===== src/rtl/mcycle_ctrl_pkg.sv =====
// Package mcycle_pkg: shared encodings for the multi-cycle MIPS control unit.
//   state_t       : FSM state codes (IF=0 .. ERR=14), 5-bit
//   OP_* / FN_*   : opcode (inst[31:26]) and R-type funct (inst[5:0]) values
//   ALU_*         : ALU_Control codes
//   SRCB_*        : ALUSrc_B operand select encodings
//   DTR_*         : DatatoReg write-back source encodings
//   BR_*          : Branch (PC source) encodings
//   op_of/funct_of: instruction field helpers
package mcycle_pkg;

  typedef enum logic [4:0] {
    S_IF    = 5'd0,
    S_ID    = 5'd1,
    S_MADDR = 5'd2,
    S_MRD   = 5'd3,
    S_LWB   = 5'd4,
    S_MWR   = 5'd5,
    S_REXE  = 5'd6,
    S_RWB   = 5'd7,
    S_BR    = 5'd8,
    S_J     = 5'd9,
    S_IEXE  = 5'd10,
    S_IWB   = 5'd11,
    S_JAL   = 5'd12,
    S_JR    = 5'd13,
    S_ERR   = 5'd14
  } state_t;

  // Opcodes
  localparam logic [5:0] OP_RTYPE = 6'b000000;
  localparam logic [5:0] OP_J     = 6'b000010;
  localparam logic [5:0] OP_JAL   = 6'b000011;
  localparam logic [5:0] OP_BEQ   = 6'b000100;
  localparam logic [5:0] OP_BNE   = 6'b000101;
  localparam logic [5:0] OP_ADDI  = 6'b001000;
  localparam logic [5:0] OP_SLTI  = 6'b001010;
  localparam logic [5:0] OP_LUI   = 6'b001111;
  localparam logic [5:0] OP_LW    = 6'b100011;
  localparam logic [5:0] OP_SW    = 6'b101011;

  // R-type functs
  localparam logic [5:0] FN_SRL = 6'b000010;
  localparam logic [5:0] FN_JR  = 6'b001000;
  localparam logic [5:0] FN_ADD = 6'b100000;
  localparam logic [5:0] FN_SUB = 6'b100010;
  localparam logic [5:0] FN_AND = 6'b100100;
  localparam logic [5:0] FN_OR  = 6'b100101;
  localparam logic [5:0] FN_XOR = 6'b100110;
  localparam logic [5:0] FN_NOR = 6'b100111;
  localparam logic [5:0] FN_SLT = 6'b101010;

  // ALU_Control
  localparam logic [2:0] ALU_AND = 3'b000;
  localparam logic [2:0] ALU_OR  = 3'b001;
  localparam logic [2:0] ALU_ADD = 3'b010;
  localparam logic [2:0] ALU_XOR = 3'b011;
  localparam logic [2:0] ALU_NOR = 3'b100;
  localparam logic [2:0] ALU_SRL = 3'b101;
  localparam logic [2:0] ALU_SUB = 3'b110;
  localparam logic [2:0] ALU_SLT = 3'b111;

  // ALUSrc_B
  localparam logic [1:0] SRCB_RT     = 2'b00;
  localparam logic [1:0] SRCB_FOUR   = 2'b01;
  localparam logic [1:0] SRCB_IMM    = 2'b10;
  localparam logic [1:0] SRCB_IMM_SH = 2'b11;

  // DatatoReg
  localparam logic [1:0] DTR_ALU = 2'b00;
  localparam logic [1:0] DTR_MEM = 2'b01;
  localparam logic [1:0] DTR_LUI = 2'b10;
  localparam logic [1:0] DTR_PC  = 2'b11;

  // Branch (PC source)
  localparam logic [1:0] BR_ALU    = 2'b00;
  localparam logic [1:0] BR_TARGET = 2'b01;
  localparam logic [1:0] BR_JUMP   = 2'b10;
  localparam logic [1:0] BR_RS     = 2'b11;

  function automatic logic [5:0] op_of(input logic [31:0] inst);
    return inst[31:26];
  endfunction

  function automatic logic [5:0] funct_of(input logic [31:0] inst);
    return inst[5:0];
  endfunction

endpackage


===== src/rtl/mcycle_ctrl_if.sv =====
// Interface mcycle_ctrl_if: control-unit <-> datapath/memory bundle.
//   master : the control unit (consumes inst/flags/MIO_ready, drives controls)
//   slave  : the datapath/memory side (drives inst/flags/MIO_ready)
//
// Memory handshake: while the controller presents an access (CPU_MIO=1 with
// MemRead or MemWrite), the request and its qualifiers stay stable. The
// access completes on the first rising clk edge at which MIO_ready=1; the
// controller only then leaves the access state. MIO_ready outside an access
// is ignored. A reset abandons any access in flight.
interface mcycle_ctrl_if;
  logic [31:0] inst;
  logic        zero;
  logic        overflow;
  logic        MIO_ready;
  logic [2:0]  ALU_Control;
  logic        ALUSrc_A;
  logic [1:0]  ALUSrc_B;
  logic        RegDst;
  logic        Jal;
  logic        RegWrite;
  logic [1:0]  DatatoReg;
  logic [1:0]  Branch;
  logic        PCWrite;
  logic        IRWrite;
  logic        IorD;
  logic        MemRead;
  logic        MemWrite;
  logic        CPU_MIO;
  logic        err;
  logic [4:0]  state;

  modport master (
    input  inst, zero, overflow, MIO_ready,
    output ALU_Control, ALUSrc_A, ALUSrc_B, RegDst, Jal, RegWrite,
           DatatoReg, Branch, PCWrite, IRWrite, IorD, MemRead, MemWrite,
           CPU_MIO, err, state
  );

  modport slave (
    output inst, zero, overflow, MIO_ready,
    input  ALU_Control, ALUSrc_A, ALUSrc_B, RegDst, Jal, RegWrite,
           DatatoReg, Branch, PCWrite, IRWrite, IorD, MemRead, MemWrite,
           CPU_MIO, err, state
  );
endinterface


===== src/rtl/mcycle_ctrl_alu_ctrl_dec.sv =====
// alu_ctrl_dec: combinational R-type funct -> ALU_Control decode.
//   funct    : inst[5:0]
//   alu_ctrl : ALU operation for the R-type execute step
//   valid    : 1 when funct is one of the supported ALU functs
module alu_ctrl_dec
  import mcycle_pkg::*;
(
  input  logic [5:0] funct,
  output logic [2:0] alu_ctrl,
  output logic       valid
);

  always_comb begin
    alu_ctrl = ALU_ADD;
    valid    = 1'b1;
    case (funct)
      FN_ADD:  alu_ctrl = ALU_ADD;
      FN_SUB:  alu_ctrl = ALU_SUB;
      FN_AND:  alu_ctrl = ALU_AND;
      FN_OR:   alu_ctrl = ALU_OR;
      FN_XOR:  alu_ctrl = ALU_XOR;
      FN_NOR:  alu_ctrl = ALU_NOR;
      FN_SLT:  alu_ctrl = ALU_SLT;
      FN_SRL:  alu_ctrl = ALU_SRL;
      default: valid    = 1'b0;
    endcase
  end

endmodule


===== src/rtl/mcycle_ctrl.sv =====
// mcycle_ctrl: Moore control FSM for a multi-cycle MIPS subset datapath.
//   clk : rising-edge clock
//   rst : synchronous active-low reset; forces IF and abandons any access
//   bus : mcycle_ctrl_if.master -- inst/zero/overflow/MIO_ready in,
//         datapath/memory controls plus 5-bit state code out
// Outputs are decoded from the current state and inst. Besides the memory
// ready strobe feeding PCWrite in IF, only PCWrite in BR looks at zero.
module mcycle_ctrl
  import mcycle_pkg::*;
(
  input  logic          clk,
  input  logic          rst,
  mcycle_ctrl_if.master bus
);

  state_t     state_q;
  state_t     state_d;
  logic [5:0] op;
  logic [5:0] funct;
  logic [2:0] r_alu;
  logic       r_valid;
  logic       r_ovf_op;
  logic       unused_inst_bits;

  assign op               = op_of(bus.inst);
  assign funct            = funct_of(bus.inst);
  assign unused_inst_bits = ^bus.inst[25:6];

  // Only signed add/sub suppress write-back on overflow.
  assign r_ovf_op = (funct == FN_ADD) || (funct == FN_SUB);

  alu_ctrl_dec u_alu_ctrl_dec (
    .funct    (funct),
    .alu_ctrl (r_alu),
    .valid    (r_valid)
  );

  // Next-state logic
  always_comb begin
    state_d = state_q;
    case (state_q)
      S_IF:    if (bus.MIO_ready) state_d = S_ID;
      S_ID: begin
        case (op)
          OP_RTYPE: begin
            if (funct == FN_JR)  state_d = S_JR;
            else if (r_valid)    state_d = S_REXE;
            else                 state_d = S_ERR;
          end
          OP_LW, OP_SW:              state_d = S_MADDR;
          OP_BEQ, OP_BNE:            state_d = S_BR;
          OP_J:                      state_d = S_J;
          OP_JAL:                    state_d = S_JAL;
          OP_ADDI, OP_SLTI, OP_LUI:  state_d = S_IEXE;
          default:                   state_d = S_ERR;
        endcase
      end
      S_MADDR: begin
        if (op == OP_LW)      state_d = S_MRD;
        else if (op == OP_SW) state_d = S_MWR;
        else                  state_d = S_ERR;
      end
      S_MRD:   if (bus.MIO_ready) state_d = S_LWB;
      S_MWR:   if (bus.MIO_ready) state_d = S_IF;
      S_REXE:  state_d = S_RWB;
      S_IEXE:  state_d = S_IWB;
      S_LWB, S_RWB, S_IWB, S_BR, S_J, S_JAL, S_JR: state_d = S_IF;
      S_ERR:   state_d = S_ERR;
      default: state_d = S_ERR;
    endcase
  end

  always_ff @(posedge clk) begin
    if (!rst) state_q <= S_IF;
    else      state_q <= state_d;
  end

  // Output decode
  logic [2:0] alu_control;
  logic       alusrc_a;
  logic [1:0] alusrc_b;
  logic       reg_dst;
  logic       jal;
  logic       reg_write;
  logic [1:0] data_to_reg;
  logic [1:0] branch;
  logic       pc_write;
  logic       ir_write;
  logic       i_or_d;
  logic       mem_read;
  logic       mem_write;
  logic       cpu_mio;
  logic       err;

  always_comb begin
    alu_control = 3'b000;
    alusrc_a    = 1'b0;
    alusrc_b    = SRCB_RT;
    reg_dst     = 1'b0;
    jal         = 1'b0;
    reg_write   = 1'b0;
    data_to_reg = DTR_ALU;
    branch      = BR_ALU;
    pc_write    = 1'b0;
    ir_write    = 1'b0;
    i_or_d      = 1'b0;
    mem_read    = 1'b0;
    mem_write   = 1'b0;
    cpu_mio     = 1'b0;
    err         = 1'b0;
    case (state_q)
      S_IF: begin
        mem_read    = 1'b1;
        cpu_mio     = 1'b1;
        ir_write    = 1'b1;
        alusrc_b    = SRCB_FOUR;
        alu_control = ALU_ADD;
        // PC+4 commits with the fetch; held off while reset is asserted.
        pc_write    = bus.MIO_ready & rst;
      end
      S_ID: begin
        alusrc_b    = SRCB_IMM_SH;
        alu_control = ALU_ADD;
      end
      S_MADDR: begin
        alusrc_a    = 1'b1;
        alusrc_b    = SRCB_IMM;
        alu_control = ALU_ADD;
      end
      S_MRD: begin
        i_or_d   = 1'b1;
        cpu_mio  = 1'b1;
        mem_read = 1'b1;
      end
      S_MWR: begin
        i_or_d    = 1'b1;
        cpu_mio   = 1'b1;
        mem_write = 1'b1;
      end
      S_LWB: begin
        reg_write   = 1'b1;
        data_to_reg = DTR_MEM;
      end
      S_REXE: begin
        alusrc_a    = 1'b1;
        alusrc_b    = SRCB_RT;
        alu_control = r_alu;
      end
      S_RWB: begin
        reg_dst   = 1'b1;
        reg_write = ~(bus.overflow & r_ovf_op);
      end
      S_IEXE: begin
        alusrc_a    = 1'b1;
        alusrc_b    = SRCB_IMM;
        // lui ignores the ALU result, so add is as good as anything there.
        alu_control = (op == OP_SLTI) ? ALU_SLT : ALU_ADD;
      end
      S_IWB: begin
        data_to_reg = (op == OP_LUI) ? DTR_LUI : DTR_ALU;
        reg_write   = ~(bus.overflow & (op == OP_ADDI));
      end
      S_BR: begin
        alusrc_a    = 1'b1;
        alusrc_b    = SRCB_RT;
        alu_control = ALU_SUB;
        branch      = BR_TARGET;
        pc_write    = (op == OP_BEQ) ? bus.zero : ~bus.zero;
      end
      S_J: begin
        branch   = BR_JUMP;
        pc_write = 1'b1;
      end
      S_JAL: begin
        branch      = BR_JUMP;
        pc_write    = 1'b1;
        reg_write   = 1'b1;
        jal         = 1'b1;
        data_to_reg = DTR_PC;
      end
      S_JR: begin
        branch   = BR_RS;
        pc_write = 1'b1;
      end
      S_ERR:   err = 1'b1;
      default: err = 1'b1;
    endcase
  end

  assign bus.ALU_Control = alu_control;
  assign bus.ALUSrc_A    = alusrc_a;
  assign bus.ALUSrc_B    = alusrc_b;
  assign bus.RegDst      = reg_dst;
  assign bus.Jal         = jal;
  assign bus.RegWrite    = reg_write;
  assign bus.DatatoReg   = data_to_reg;
  assign bus.Branch      = branch;
  assign bus.PCWrite     = pc_write;
  assign bus.IRWrite     = ir_write;
  assign bus.IorD        = i_or_d;
  assign bus.MemRead     = mem_read;
  assign bus.MemWrite    = mem_write;
  assign bus.CPU_MIO     = cpu_mio;
  assign bus.err         = err;
  assign bus.state       = state_q;

endmodule

===== src/flat_wrapper.sv =====
// flat-port wrapper written by rule: the top's interface ports become plain ports
module mcycle_ctrl_flat import mcycle_pkg::*;
  (clk, rst, bus_inst, bus_zero, bus_overflow, bus_MIO_ready, bus_ALU_Control, bus_ALUSrc_A, bus_ALUSrc_B, bus_RegDst, bus_Jal, bus_RegWrite, bus_DatatoReg, bus_Branch, bus_PCWrite, bus_IRWrite, bus_IorD, bus_MemRead, bus_MemWrite, bus_CPU_MIO, bus_err, bus_state);
  mcycle_ctrl_if bus_i ();
  input  logic clk;
  input  logic rst;
  input wire logic [$bits(bus_i.inst)-1:0] bus_inst;
  input wire logic [$bits(bus_i.zero)-1:0] bus_zero;
  input wire logic [$bits(bus_i.overflow)-1:0] bus_overflow;
  input wire logic [$bits(bus_i.MIO_ready)-1:0] bus_MIO_ready;
  output wire logic [$bits(bus_i.ALU_Control)-1:0] bus_ALU_Control;
  output wire logic [$bits(bus_i.ALUSrc_A)-1:0] bus_ALUSrc_A;
  output wire logic [$bits(bus_i.ALUSrc_B)-1:0] bus_ALUSrc_B;
  output wire logic [$bits(bus_i.RegDst)-1:0] bus_RegDst;
  output wire logic [$bits(bus_i.Jal)-1:0] bus_Jal;
  output wire logic [$bits(bus_i.RegWrite)-1:0] bus_RegWrite;
  output wire logic [$bits(bus_i.DatatoReg)-1:0] bus_DatatoReg;
  output wire logic [$bits(bus_i.Branch)-1:0] bus_Branch;
  output wire logic [$bits(bus_i.PCWrite)-1:0] bus_PCWrite;
  output wire logic [$bits(bus_i.IRWrite)-1:0] bus_IRWrite;
  output wire logic [$bits(bus_i.IorD)-1:0] bus_IorD;
  output wire logic [$bits(bus_i.MemRead)-1:0] bus_MemRead;
  output wire logic [$bits(bus_i.MemWrite)-1:0] bus_MemWrite;
  output wire logic [$bits(bus_i.CPU_MIO)-1:0] bus_CPU_MIO;
  output wire logic [$bits(bus_i.err)-1:0] bus_err;
  output wire logic [$bits(bus_i.state)-1:0] bus_state;
  assign bus_i.inst = bus_inst;
  assign bus_i.zero = bus_zero;
  assign bus_i.overflow = bus_overflow;
  assign bus_i.MIO_ready = bus_MIO_ready;
  assign bus_ALU_Control = bus_i.ALU_Control;
  assign bus_ALUSrc_A = bus_i.ALUSrc_A;
  assign bus_ALUSrc_B = bus_i.ALUSrc_B;
  assign bus_RegDst = bus_i.RegDst;
  assign bus_Jal = bus_i.Jal;
  assign bus_RegWrite = bus_i.RegWrite;
  assign bus_DatatoReg = bus_i.DatatoReg;
  assign bus_Branch = bus_i.Branch;
  assign bus_PCWrite = bus_i.PCWrite;
  assign bus_IRWrite = bus_i.IRWrite;
  assign bus_IorD = bus_i.IorD;
  assign bus_MemRead = bus_i.MemRead;
  assign bus_MemWrite = bus_i.MemWrite;
  assign bus_CPU_MIO = bus_i.CPU_MIO;
  assign bus_err = bus_i.err;
  assign bus_state = bus_i.state;
  mcycle_ctrl u_core (.clk(clk), .rst(rst), .bus(bus_i));
endmodule

===== config.mk =====
export PLATFORM = sky130hd
export DESIGN_NAME = mcycle_ctrl_flat
export DESIGN_NICKNAME = d
export VERILOG_FILES = /design/src/rtl/mcycle_ctrl_pkg.sv /design/src/rtl/mcycle_ctrl_if.sv /design/src/rtl/mcycle_ctrl_alu_ctrl_dec.sv /design/src/rtl/mcycle_ctrl.sv /design/src/flat_wrapper.sv
export SDC_FILE = /design/constraint.sdc
export NUM_CORES = 1
export LEC_CHECK = 0
export ABC_CLOCK_PERIOD_IN_PS = 5500
export CELL_PAD_IN_SITES_DETAIL_PLACEMENT = 1
export CELL_PAD_IN_SITES_GLOBAL_PLACEMENT = 1
export CORE_MARGIN = 2
export CORE_UTILIZATION = 24
export DETAILED_ROUTE_END_ITERATION = 10
export PLACE_DENSITY_LB_ADDON = 0.12
export RECOVER_POWER = 50
export SLEW_MARGIN = 20
export SYNTH_ARGS = -nofsm -noshare
export SYNTH_HDL_FRONTEND = slang
export SYNTH_SLANG_ARGS = --single-unit

===== constraint.sdc =====
create_clock -name clk -period 5.5 [get_ports clk]
set_input_delay 1.65 -clock clk [delete_from_list [all_inputs] [get_ports clk]]
set_output_delay 1.65 -clock clk [all_outputs]
set_load 0.01 [all_outputs]

==> out/summary.txt <==
========================================================================================
Library cell used as clock root buffer                                          clkbuf_4
Worst-margin pin slew                                                           0.710 ns
Die footprint                                                                   4170 µm²
Flop2flop setup slack                                                            3.39 ns
Power per unit of standard cell area                                          397 nW/µm²
Initial core utilization                                                           25.8%
Post-CTS Hold Buffers                                                                  0
Antenna Violating Nets Remaining                                                       0
Syn avg cell area                                                               6.19 µm²
Syn nets                                                                             179
Detailed Place HPWL                                                              2.74 mm
Post-route DRC                                                                         0
Critical path launch point                                                  bus_inst[26]
Post-synth top area share                                                          9.82%
Startpoint type of the worst setup path                                     primary input
Hold path startpoint                                                        u_core.bus.state[0]$_SDFFE_PN0P_
Core region area                                                                3420 µm²
Post-synth ARST share                                                                 0%
Endpoint required time on the critical path                                      3.85 ns
YS warnings                                                                            0
Maximum number of pins on one net before global-route repair                          22
Number of antenna cells inserted                                                       0
Layout-stage area growth over the synthesis result                                 56.8%
Clk_lat worst skew                                                               0.23 ns
Result of the run                                                           complete, no violations
GRT Residual Overflow                                                                  0
Gate Count Post-Synth                                                                142
Largest vdd supply drop                                                        0.0918 mV
Hold slack final                                                                0.785 ns
Routed wire length                                                               3.38 mm
Worst EP arrival                                                                 3.64 ns
Via density                                                                         5.16
Total of buffers placed on input and output ports                                     40
Worst Setup Path Type                                                             in2out
CTS tree                                                                           built
Max-cap viol count                                                                     0
Maximum buffer depth of the clock tree                                                 2
Biggest area consumer among synthesized cells                                     nor2_1
Unrepaired setup endpoints after global routing                                    false
Global-route total usage across every layer                                        16.9%
Crit end category                                                           primary output
Headroom to the max-slew limit                                                     52.6%
Final critical-path required period                                              5.29 ns
Die extent in x                                                                  64.5 µm
Setup TNS                                                                           0 ns
Post-CTS Setup Bufs                                                                    0
# nets final                                                                         224
Skew final                                                                    0.00509 ns
Final Wtd Congestion                                                               0.814
Portion of the clock cycle consumed by the worst path in the final layout          96.1%
Crit path capture                                                            bus_PCWrite
List of most frequent post-synthesis cells                                  nor2_1, nand2_1, nor3_1
DR WL/cell                                                                       14.6 µm
Post-CTS Resized                                                                       0
Leading cell type by number of instances after synthesis                          nor2_1
Largest fanout on the critical path                                                    3
Leading post-synthesis cells by cell area                                   nor2_1, dfxtp_1, nand2_1
Initial antenna violation count                                                        0
Crit Reg-Reg Startpoint                                                     u_core.bus.state[1]$_SDFFE_PN0P_
Max Clk Rate                                                                     189 MHz
Site row count                                                                        21
Fin. max-slew vios                                                                     0
Largest register FFs                                                                   4
CTS H-tree depth                                                                       1
Setup-violating endpoint count in the final report                                     0
Via count of the first global-routing pass                                          1162
Number of CTS-inserted buffers                                                         3
Total leakage power                                                          0.000523 µW
Number of fillers in the final layout                                                456
Mapped cell area                                                                 880 µm²
Vias                                                                                1193
Number of iterations in the first detailed-routing pass                                4
Worst R2R Path Depth                                                                   5
Die span in y                                                                    64.5 µm
Distinct cells, synth                                                                 48
Number of enable-type register cells in the synthesized netlist                        0
Number of placed I/O pins                                                             62
Number of hold violations in the final report                                          0
Worst flop-to-flop path endpoint                                            u_core.bus.state[2]$_SDFFE_PN0P_
Clock slew seen by the registers of the worst setup and hold paths               0.04 ns
Type of the most critical hold path                                              reg2reg
Number of storage elements in the synthesis netlist                                    4
Most instantiated flip-flop cell in the synthesis netlist                        dfxtp_1
Sequential share of the synthesized area                                           9.10%
Starting DRC count in detailed routing                                                50
First-pass GRT wire length                                                       5.81 mm
Share of layout cells above drive strength 1                                       8.11%
Clock sink count                                                                       4
========================================================================================
-- critical path, stage by stage --
cell and delay (ns):
clkdlybuf4s50_1 0.42, nor4_1 0.29, buf_4 0.17, nand3b_1 0.09, xnor2_1 0.13, a221oi_1 0.29, clkdlybuf4s50_1 0.60
-- worst min-delay path by stage --
stage                                            end  slack [ns]  cells after the start
finish              u_core.bus.state[0]$_SDFFE_PN0P_        0.79                      2
global placement    u_core.bus.state[0]$_SDFFE_PN0P_        0.79                      2
floorplan           u_core.bus.state[3]$_SDFFE_PN0P_        0.71                      3
CTS                 u_core.bus.state[0]$_SDFFE_PN0P_        0.79                      2
detailed placement  u_core.bus.state[0]$_SDFFE_PN0P_        0.79                      2
global route        u_core.bus.state[0]$_SDFFE_PN0P_        0.88                      2
-- stage by stage --
step	instance area (µm²)	std cells	setup WS [ns]	power, µW	utilization [%]
global placement	1360	228	0.216	521	39.8
detailed placement	1360	228	0.226	530	39.8
finish	1380	231	0.215	548	40.4
CTS	1380	231	0.221	567	40.5
floorplan	880	142	1.16	316	-
global route	1380	231	0.102	606	40.4
-- layout by cell type (no fill, tap or decap), types with 2 or more instances in the layout --
| cell type | netlist | routed |
|---|---|---|
| clkdlybuf4s50_1 | 0 | 30 |
| nor2_1 | 23 | 23 |
| nand2_1 | 13 | 13 |
| dlygate4sd3_1 | 0 | 10 |
| nor3_1 | 9 | 9 |
| buf_4 | 1 | 8 |
| inv_1 | 7 | 7 |
| nor2b_1 | 7 | 7 |
| a21oi_1 | 7 | 7 |
| o21ai_0 | 5 | 5 |
| nand3_1 | 4 | 4 |
| nor3b_1 | 4 | 4 |
| o21a_1 | 4 | 4 |
| dfxtp_1 | 4 | 4 |
| xnor2_1 | 3 | 3 |
| nand2b_1 | 3 | 3 |
| a31oi_1 | 3 | 3 |
| clkbuf_4 | 0 | 3 |
| nor4_1 | 2 | 2 |
| o32ai_1 | 2 | 2 |
| a311oi_1 | 2 | 2 |
| o22ai_1 | 2 | 2 |
| a21boi_0 | 2 | 2 |
| o21ai_1 | 2 | 2 |
-- logic make-up (layout without fill, tap and decap cells) --
logic type,Yosys count,in the layout,synth area share (%)
compound gates,41,41,32.9
xor+xnor,4,4,3.98
buf+inv,16,59,8.11
flops,4,4,9.10
mux,1,1,1.14
other cells,1,1,0.426
simple gates,75,75,44.4
-- layer usage --
| metal | track usage [%] | vias to the layer above | part of all wire, % |
|---|---|---|---|
| met5 | 0 | - | 0 |
| met4 | 2.93 | 0 | 0.71 |
| met3 | 1.39 | 2 | 3.3 |
| met2 | 28.1 | 31 | 45 |
| met1 | 24.1 | 556 | 51 |
| li1 | - | 604 | - |
-- power breakdown --
group | switching (µW) | leakage [µW] | internal [µW]
Combinational | 194 | 0.000476 | 214
Clock | 10.8 | 0.0000138 | 24.3
Sequential | 63.0 | 0.0000331 | 41.8
-- area by class of cell --
type,count,area (µm²),area share [%]
tap,46,57.6,4.17
sequential,4,80.1,5.81
timing repair buffer,49,464,33.7
multi-input combinational,122,728,52.8
clock buffer,3,22.5,1.63
inverter,7,26.3,1.91
(Power assumes the default switching activity.)
